`config.mk`:
```
export PLATFORM = sky130hd
export DESIGN_NAME = xs_mem_port_arbiter
export DESIGN_NICKNAME = d
export VERILOG_FILES = /design/src/rtl/xs_mem_arb_pkg.sv /design/src/rtl/xs_rr_arbiter.sv /design/src/rtl/xs_mem_port_arbiter.sv
export SDC_FILE = /design/constraint.sdc
export NUM_CORES = 1
export LEC_CHECK = 0
export CAP_MARGIN = 10
export CORE_AREA = 2 2 352 354
export CTS_CLUSTER_DIAMETER = 60
export DETAILED_ROUTE_END_ITERATION = 16
export DIE_AREA = 0 0 354 356
export MAX_ROUTING_LAYER = met4
export SLEW_MARGIN = 20
export SYNTH_ARGS = -nofsm -noshare
export SYNTH_HDL_FRONTEND = slang
export SYNTH_HIERARCHICAL = 1
export SYNTH_SLANG_ARGS = --single-unit
```
`constraint.sdc`:
```
create_clock -name clock -period 6.4 [get_ports clock]
set_clock_uncertainty 0.15 [all_clocks]
set_input_delay 1.6 -clock clock [delete_from_list [all_inputs] [get_ports clock]]
set_output_delay 1.6 -clock clock [all_outputs]
set_load 0.01 [all_outputs]
```
`src/rtl/xs_mem_arb_pkg.sv`:
```
// Shared types and the round-robin pick helper for the memory port arbiter.
package xs_mem_arb_pkg;

  localparam int NUM_REQ_MAX = 8;

  typedef logic [2:0] req_id_t;

  typedef struct packed {
    logic                   any;
    req_id_t                id;
    logic [NUM_REQ_MAX-1:0] grant;
  } rr_pick_t;

  // First valid requester at or after ptr, wrapping at num_req back to 0.
  function automatic rr_pick_t rr_pick(input logic [NUM_REQ_MAX-1:0] valid,
                                       input req_id_t                ptr,
                                       input int                     num_req);
    rr_pick_t r;
    int       idx;
    req_id_t  cur;
    r = '0;
    for (int k = 0; k < NUM_REQ_MAX; k++) begin
      idx = int'(ptr) + k;
      if (idx >= num_req) idx = idx - num_req;
      cur = req_id_t'(idx);
      if ((k < num_req) && !r.any && valid[cur]) begin
        r.any        = 1'b1;
        r.id         = cur;
        r.grant[cur] = 1'b1;
      end
    end
    return r;
  endfunction

endpackage

```
`src/rtl/xs_rr_arbiter.sv`:
```
// Round-robin arbiter: combinational pick from the current pointer; the
// pointer moves past the winner only when the caller reports a handshake.
module xs_rr_arbiter
  import xs_mem_arb_pkg::*;
#(
  parameter int NUM_REQ = 2
) (
  input  logic               clock,
  input  logic               reset_n,
  input  logic [NUM_REQ-1:0] valid,
  input  logic               advance,
  output logic [NUM_REQ-1:0] grant,
  output req_id_t            id,
  output logic               any
);

  localparam req_id_t LAST_ID = req_id_t'(NUM_REQ - 1);

  req_id_t                ptr_d, ptr_q;
  logic [NUM_REQ_MAX-1:0] valid_ext;
  rr_pick_t               pick;
  logic                   unused_pick_hi;

  // Pick the winner and compute the next pointer.
  always_comb begin
    valid_ext                = '0;
    valid_ext[NUM_REQ-1:0]   = valid;
    pick                     = rr_pick(valid_ext, ptr_q, NUM_REQ);
    grant                    = pick.grant[NUM_REQ-1:0];
    id                       = pick.id;
    any                      = pick.any;
    unused_pick_hi           = ^pick.grant;
    ptr_d                    = ptr_q;
    if (advance) begin
      ptr_d = (pick.id == LAST_ID) ? '0 : req_id_t'(pick.id + 3'd1);
    end
  end

  // Pointer register.
  always_ff @(posedge clock or negedge reset_n) begin
    if (!reset_n) ptr_q <= '0;
    else          ptr_q <= ptr_d;
  end

endmodule

```
`src/rtl/xs_mem_port_arbiter.sv`:
```
// Shares one read and one write port of the 1R1W memory helper between
// NUM_REQ requesters. Reads are tagged with the winner ID and the data
// returned one cycle later is steered back with a one-hot strobe.
module xs_mem_port_arbiter
  import xs_mem_arb_pkg::*;
#(
  parameter int NUM_REQ = 2,
  parameter int IDX_W   = 64,
  parameter int DATA_W  = 64
) (
  input  logic                       clock,
  input  logic                       reset_n,
  input  logic                       init_done,
  input  logic [NUM_REQ-1:0]         rd_req_valid,
  output logic [NUM_REQ-1:0]         rd_req_ready,
  input  logic [NUM_REQ*IDX_W-1:0]   rd_req_index,
  output logic [NUM_REQ-1:0]         rd_rsp_valid,
  output logic [DATA_W-1:0]          rd_rsp_data,
  input  logic [NUM_REQ-1:0]         wr_req_valid,
  output logic [NUM_REQ-1:0]         wr_req_ready,
  input  logic [NUM_REQ*IDX_W-1:0]   wr_req_index,
  input  logic [NUM_REQ*DATA_W-1:0]  wr_req_data,
  input  logic [NUM_REQ*DATA_W-1:0]  wr_req_mask,
  output logic                       mem_r_enable,
  output logic [IDX_W-1:0]           mem_r_index,
  input  logic [DATA_W-1:0]          mem_r_data,
  output logic                       mem_w_enable,
  output logic [IDX_W-1:0]           mem_w_index,
  output logic [DATA_W-1:0]          mem_w_data,
  output logic [DATA_W-1:0]          mem_w_mask
);

  logic [NUM_REQ-1:0] rd_grant, wr_grant;
  req_id_t            rd_id, wr_id;
  logic               rd_any, wr_any;
  logic               rd_fire, wr_fire, hazard;
  logic [IDX_W-1:0]   rd_idx_sel, wr_idx_sel;
  logic [DATA_W-1:0]  wr_data_sel, wr_mask_sel;
  logic               rsp_vld_d, rsp_vld_q;
  req_id_t            rsp_id_d, rsp_id_q;

  xs_rr_arbiter #(.NUM_REQ(NUM_REQ)) u_rd_arb (
    .clock   (clock),
    .reset_n (reset_n),
    .valid   (rd_req_valid),
    .advance (rd_fire),
    .grant   (rd_grant),
    .id      (rd_id),
    .any     (rd_any)
  );

  xs_rr_arbiter #(.NUM_REQ(NUM_REQ)) u_wr_arb (
    .clock   (clock),
    .reset_n (reset_n),
    .valid   (wr_req_valid),
    .advance (wr_fire),
    .grant   (wr_grant),
    .id      (wr_id),
    .any     (wr_any)
  );

  // Winner payload muxes, RAW hazard and grant/issue decisions.
  always_comb begin
    rd_idx_sel  = '0;
    wr_idx_sel  = '0;
    wr_data_sel = '0;
    wr_mask_sel = '0;
    for (int i = 0; i < NUM_REQ; i++) begin
      if (rd_id == req_id_t'(i)) rd_idx_sel = rd_req_index[i*IDX_W +: IDX_W];
      if (wr_id == req_id_t'(i)) begin
        wr_idx_sel  = wr_req_index[i*IDX_W +: IDX_W];
        wr_data_sel = wr_req_data[i*DATA_W +: DATA_W];
        wr_mask_sel = wr_req_mask[i*DATA_W +: DATA_W];
      end
    end
    // A same-index write wins so the deferred read observes the new data.
    hazard       = rd_any && wr_any && (rd_idx_sel == wr_idx_sel);
    wr_fire      = init_done && wr_any;
    rd_fire      = init_done && rd_any && !hazard;
    rd_req_ready = rd_fire ? rd_grant : '0;
    wr_req_ready = wr_fire ? wr_grant : '0;
    mem_r_enable = rd_fire;
    mem_r_index  = rd_fire ? rd_idx_sel : '0;
    mem_w_enable = wr_fire;
    mem_w_index  = wr_fire ? wr_idx_sel : '0;
    mem_w_data   = wr_fire ? wr_data_sel : '0;
    mem_w_mask   = wr_fire ? wr_mask_sel : '0;
    rsp_vld_d    = rd_fire;
    rsp_id_d     = rd_fire ? rd_id : rsp_id_q;
  end

  // Steer the helper's read data back to the tagged requester.
  always_comb begin
    rd_rsp_valid = '0;
    for (int i = 0; i < NUM_REQ; i++) begin
      rd_rsp_valid[i] = rsp_vld_q && (rsp_id_q == req_id_t'(i));
    end
    rd_rsp_data = rsp_vld_q ? mem_r_data : '0;
  end

  // In-flight read tag.
  always_ff @(posedge clock or negedge reset_n) begin
    if (!reset_n) begin
      rsp_vld_q <= 1'b0;
      rsp_id_q  <= '0;
    end else begin
      rsp_vld_q <= rsp_vld_d;
      rsp_id_q  <= rsp_id_d;
    end
  end

endmodule
```
==> flow_metrics.py <==
metrics = {
    "floorplanning": {
        "rows": 129,
        "pin_count": 911,
        "chipWidth_um": 354,
        "dieHeight_um": 356,
        "core_area_um2": 123000,
        "initial_core_util": 0.0656,
        "die_area_um2": 126000,
    },
    "cts": {
        "cts_tree": "yes",
        "cts_buffers": 3,
        "cts_max_path_buffers": 2,
        "cts.clk_slew.worst_paths_ns": 0.06,
        "clkLatencyLatePin_ns": 0.26,
        "cts-root-buf": "clkbuf_16",
        "clkSinkCount": 10,
        "htreeDepth": 1,
    },
    "power_and_ir_drop": {
        "pwr-share-seq": 0.045,
        "p_leak_nw": 8.40,
        "powerDensity_nw_per_um2": 115,
        "power.share.clock": 0.054,
        "power_switching_mw": 1.26,
        "vdd_drop_max_v": 0.0000985,
        "p_int_mw": 1.46,
        "switching_share": 0.463,
        "combPwrFrac": 0.902,
    },
    "placed_design": {
        "dpl.hpwl_mm": 96.6,
        "placed_area_um2": 21300,
        "gp_congestion": 0.901,
        "port_buffers": 910,
    },
    "timing": {
        "relSlewSlack": 0.300,
        "setup-tns-final_ns": -38.80,
        "whs_ns": 0.420,
        "worst_slack_ns": -0.668,
        "finalCritPeriodShare": 1.10,
        "timing.final.hold_violations": 0,
        "fmax_mhz": 141,
        "fin_crit_ns": 7.07,
        "finalSetupViolCount": 67,
        "rsz0062_at_grt": "yes",
        "maxSlewViolCount": 0,
        "worstMarginPinSlew_ns": 1.05,
    },
    "cells_and_area": {
        "final_cell_mix": "clkdlybuf4s50_1 (742), buf_4 (352), nor2_1 (217)",
        "final_common_cell": "clkdlybuf4s50_1",
        "final_cell_area_um2": 23700,
        "nFillCells": 13633,
        "drive_above_1_share": 0.340,
        "regArea_um2": 251,
        "area_delta_synth_final_pct": 195,
        "multi_input_area_um2": 8100,
        "num-nets-final": 2836,
    },
    "worst_setup_path": {
        "critPathMaxFanout": 10,
        "critical-path-max-stage-delay_ns": 0.54,
        "startpoint": "rd_req_valid[0]",
        "ff2ff_path_depth": 27,
        "crit-reg2reg-capture": "u_rd_arb/ptr_q[0]$_DFFE_PN0P_",
        "r2r_setup_slack_ns": 1.19,
        "crit_end": "mem_r_index[31]",
        "crit_required_ns": 4.65,
        "rr_startpoint": "u_wr_arb/ptr_q[0]$_DFFE_PN0P_",
        "path_class": "primary input to output pin",
        "endpoint_kind": "output pin",
        "path_cells": "buf_6, or3_4, nor3_4, o21a_4, buf_4, mux2_2, o211ai_1, nand4_1, or4_4, nor4_4, buf_6, and2_4, buf_12, buf_12, buf_16, a2111oi_4, buf_12",
        "cp_slowest_cell": "or4_4",
        "crit_top_cell": "buf_12",
        "setup.worst_path.start_class": "primary input",
        "cp.arrival_ns": 5.32,
    },
    "yosys": {
        "ys_ff_latch": 10,
        "yosysTopAreaCellShare": 0.276,
        "synthesis.area_um2": 8050,
        "synth.area.top_cells": "mux2i_1 (28%), nor2_1 (10%), a2111oi_2 (9.0%)",
        "synth-edff-count": 0,
        "async_reset_ff_frac": 1.00,
        "netlist_instances": 1048,
        "synth_cell_types": 71,
        "syn-mean-instance-area_um2": 7.68,
        "synth_flop_cell": "dfrtp_1",
        "synth_top_area_cell": "mux2i_1",
        "ys_seq_area_frac": 0.0311,
        "yosysWarnings": 6,
    },
    "status": {
        "violations": "setup timing",
        "status": "finished, violations left",
    },
    "global_routing": {
        "antenna_found_initial": 25,
        "grt_start_max_net_pins": 82,
        "grt_pass1_wl_mm": 139,
        "globalRouteTotalUtil": 0.170,
        "grt_pass1_vias": 13960,
        "grt_overflow_total": 0,
    },
    "hold_path": {
        "hold_class": "register to register",
    },
    "run": {
        "drv_cap": 0,
    },
    "routing": {
        "vias": 13731,
        "drt_iter0_drc": 718,
        "routed_via_density": 3.52,
        "dr.pass1.iters": 7,
        "routedWlPerCell_um": 28.8,
        "postRouteWirelength_mm": 112,
        "ant_nets": 0,
        "drc_errors": 0,
    },
}
-- registers in the layout, summed over array words and instances, names as in the netlist --
register        cells
u_rd_arb/ptr_q      3
rsp_vld_q           1
rsp_id_q            3
u_wr_arb/ptr_q      3
-- worst max-delay path, delay by kind of cell --
| family | cells | cell delay, ns |
|---|---|---|
| AO/OA/AOI/OAI | 3 | 0.46 |
| buffers and inverters | 7 | 1.09 |
| multiplexers | 1 | 0.41 |
| AND/OR/NAND/NOR | 6 | 1.72 |
-- timing repair --
item | CTS | global route
hold buffers | 0 | 0
gates resized for setup | 307 | 155
buffers inserted | 48 | 61
gates cloned | 6 | 4
endpoints found under the setup margin | 108 | 75
hold endpoints to repair | 0 | 0
pin swaps | 20 | 35
-- area by class of cell --
type                    count  area share
well taps                1637      0.0863
repair buffers           1301       0.554
clock buffers               4     0.00374
diodes                     17     0.00179
inverters                  14     0.00221
flip-flops and latches     10      0.0106
multi-input cells         916       0.341
-- worst min-delay path by stage --
stage / end / cells after the start / slack, ns / start
after global routing: u_rd_arb/ptr_q[1]$_DFFE_PN0P_ / 2 / 0.47 / u_rd_arb/ptr_q[1]$_DFFE_PN0P_
after global placement: u_rd_arb/ptr_q[1]$_DFFE_PN0P_ / 2 / 0.41 / u_rd_arb/ptr_q[1]$_DFFE_PN0P_
after detailed placement: u_rd_arb/ptr_q[1]$_DFFE_PN0P_ / 2 / 0.41 / u_rd_arb/ptr_q[1]$_DFFE_PN0P_
after CTS: u_rd_arb/ptr_q[1]$_DFFE_PN0P_ / 2 / 0.42 / u_rd_arb/ptr_q[1]$_DFFE_PN0P_
after floorplan: u_rd_arb/ptr_q[1]$_DFFE_PN0P_ / 2 / 0.39 / u_rd_arb/ptr_q[1]$_DFFE_PN0P_
final: u_rd_arb/ptr_q[1]$_DFFE_PN0P_ / 2 / 0.42 / u_rd_arb/ptr_q[1]$_DFFE_PN0P_
-- cells in the mapped netlist, types with 17 or more instances --
cell / n
mux2i_1: 222
a21oi_1: 44
nor3_1: 21
clkbuf_1: 49
buf_6: 27
a2111oi_2: 48
mux2_2: 22
a211oi_1: 19
and2_1: 66
buf_1: 17
nand2_1: 26
nor2_1: 224
-- metal layers --
metal	global-route usage	up-vias	wire [µm]	part of all wire
met5	-	-	0	0
met3	0.0551	105	9420	0.084
met1	0.196	6684	45400	0.40
met2	0.288	658	54300	0.48
met4	0.0326	0	3150	0.028
li1	-	6284	-	-
-- logic make-up (layout without fill, tap and decap cells) --
family | Yosys count | count (layout) | synth area share
other | 2 | 21 | 0.000933
multiplexers | 263 | 263 | 0.344
XOR/XNOR | 24 | 24 | 0.0261
flip-flops | 10 | 10 | 0.0311
buffers and inverters | 124 | 1319 | 0.0915
AO/OA/AOI/OAI | 198 | 198 | 0.232
adder cells (fa/ha/maj) | 7 | 7 | 0.0109
AND/OR/NAND/NOR | 420 | 420 | 0.263
-- power groups by stage --
stage	registers (mW)	clock network, mW	logic (mW)
after global placement	0.123	0	2.04
after global routing	0.127	0.156	2.59
final	0.122	0.146	2.46
after floorplan	0.0877	0	0.746
after CTS	0.123	0.156	2.28
after detailed placement	0.126	0	2.03
-- stage by stage --
stage                util  setup slack [ns]  instances  power, mW
detailed placement  0.174             -1.86       3779       2.15
global placement    0.174             -1.94       3779       2.16
CTS                 0.185            -0.824       3832       2.56
finish              0.193            -0.668       3899       2.73
floorplan               -            0.0611       1050      0.834
global route        0.193            -0.811       3896       2.87
Power figures use the tool's default switching activity.
==> patch, RTL diff (same settings) <==
Reset style: synchronous (`reset_n`), changed in 2 clocked blocks.
--- a/src/rtl/xs_rr_arbiter.sv
+++ b/src/rtl/xs_rr_arbiter.sv
@@ -38,5 +38,5 @@
 
   // Pointer register.
-  always_ff @(posedge clock or negedge reset_n) begin
+  always_ff @(posedge clock) begin
     if (!reset_n) ptr_q <= '0;
     else          ptr_q <= ptr_d;
--- a/src/rtl/xs_mem_port_arbiter.sv
+++ b/src/rtl/xs_mem_port_arbiter.sv
@@ -100,5 +100,5 @@
 
   // In-flight read tag.
-  always_ff @(posedge clock or negedge reset_n) begin
+  always_ff @(posedge clock) begin
     if (!reset_n) begin
       rsp_vld_q <= 1'b0;
Behaviour: differs if reset_n is asserted again (counterexample within 4 cycles, from zero or initial values and one cycle with reset_n low); with reset_n held inactive, the same outputs for 4 cycles.
==> patch against the unedited design <==
- the flow still finishes with violations (negative setup slack)
- largest power group unchanged
- largest cell class unchanged
- sequential cell count did not move
- synthesized area fell by 14%
- core utilization fell by 1.6 points
- final area fell by 8.4%
- routed wire length fell by 22%
- setup slack got worse by 0.50 ns
- sequential share of layout area fell by 0.12 points
- total power fell by 24%
- critical path type unchanged
==> patch: results (changes against the unedited design) <==
- WL final: 87.8 mm (-22%)
- Worst-margin pin slew: 0.769 ns (-0.281 ns)
- Hold Crit Start: rsp_id_q[0]$_SDFFE_PN0P_
- WL met1: 35.4 mm (-22%)
- Vias after detailed routing: 12,595 (-8.3%)
- Clock Latency Late Sink: 0.24 ns (-0.02 ns)
- Critical R2R Capture: u_rd_arb/ptr_q[0]$_SDFFE_PN0P_
- Outcome: finished, violations left
- Post-DR vias/cell: 3.30 (-6.2%)
- Most area-consuming cells after synthesis: mux2i_1 (37%), nor2_1 (13%), and2_1 (6.6%)
- Placed cell area: 20,000 sq um (-6.3%)
- Tot GR Track Use: 13.4% (-3.5 points)
- Primary FF master, synth: dfxtp_1
- Post_cts resized: 419 (+36%)
- Routed wl met3: 7.98 mm (-15%)
- Failing checks: negative setup slack
- Avg Inst Size Synth: 6.87 sq um (-11%)
- DP HPWL: 76.4 mm (-21%)
- Worst r2r path cells: 22 (-19%)
- Yosys cell types: 70 (-1.4%)
- Largest net degree at the start of global routing: 67 (-18%)
- Setup tns final: -73.09 ns (-34.29 ns)
- Pleak: 0.00809 uW (-3.7%)
- Cells after DPL: 3,711 (-1.8%)
- P_seq: 74.8 uW (-39%)
- Reg-to-reg setup timing slack: 1.00 ns (-0.19 ns)
- Min Hold Slack: 0.312 ns (-0.107 ns)
- Fill count: 13,772 (+1.0%)
- Met2 wire len: 42.0 mm (-23%)
- CP Max Fanout: 6 (-4)
- Sw Ratio: 41.1% (-5.2 points)
- Hold EP: rsp_id_q[0]$_SDFFE_PN0P_
- Final Wtd Congestion: 0.929 (+3.2%)
- Nets@finish: 2,741 (-3.3%)
- Final Setup Violations: 67 (unchanged)
- CP arrival: 5.82 ns (+0.50 ns)
- Sequential-to-total area share from yosys stat: 2.88% (-0.23 points)
- Async SR Flop Fraction: 0% (-100 points)
- Most frequent cells after synthesis: mux2i_1 (259), nor2_1 (235), a21oi_1 (75)
- Final worst setup slack: -1.17 ns (-0.503 ns)
[patch: changes by cell type in the layout (fill, tap and decap cells not counted), moves of 19 or more]
cell             unedited run  this run
buf_4                     352       252
a21oi_1                    39        75
nor2_4                      0        24
a2111oi_2                  25         0
clkdlybuf4s50_1           742       802
nor2_2                      7        41
mux2i_1                   186       212
a2111oi_4                  24         0
mux2_2                     19         0
buf_12                     92        53
[patch: tightest hold or removal path, stage by stage (launching register included)]
cell     delay (ns)
dfxtp_1        0.31
nand2_1        0.05
mux2i_1        0.05
[patch: kinds of logic after synthesis]
group / share of synthesized area, %
and+or+nand+nor: 36.0
muxes: 37.3
xor gates and xnor gates: 4.54
AOI/OAI and AO/OA: 11.7
DFF: 2.88
other: 0.108
adders and majority gates: 1.26
buffers and inverters: 6.18
[patch: final cells by class]
type                            count  area [sq um]  area share, %
Multi-Input combinational cell    918          7190           33.1
Antenna cell                       25          62.6          0.288
Tap cell                         1637          2050           9.43
Clock buffer                        4          88.8          0.409
Timing Repair Buffer             1213         12100           55.8
Sequential cell                    10           204          0.939
Inverter                            5          18.8         0.0864
[patch: worst max path at each step]
stage / slack, ns / cells past startpoint / to / from
2_1_floorplan: -0.17 / 15 / mem_r_index[0] / rd_req_valid[0]
3_3_place_gp: -1.83 / 18 / mem_r_index[27] / rd_req_valid[1]
3_5_place_dp: -1.88 / 18 / mem_r_index[16] / rd_req_valid[1]
4_1_cts: -1.23 / 22 / mem_r_index[49] / rd_req_valid[0]
5_1_grt: -1.25 / 21 / mem_r_index[16] / rd_req_valid[0]
6_report: -1.17 / 21 / mem_r_index[27] / rd_req_valid[0]
[patch: per-layer routing]
layer	vias up	global-route usage, %
met5	-	-
li1	5865	-
met2	730	23.0
met3	122	4.56
met4	0	2.21
met1	5878	15.4
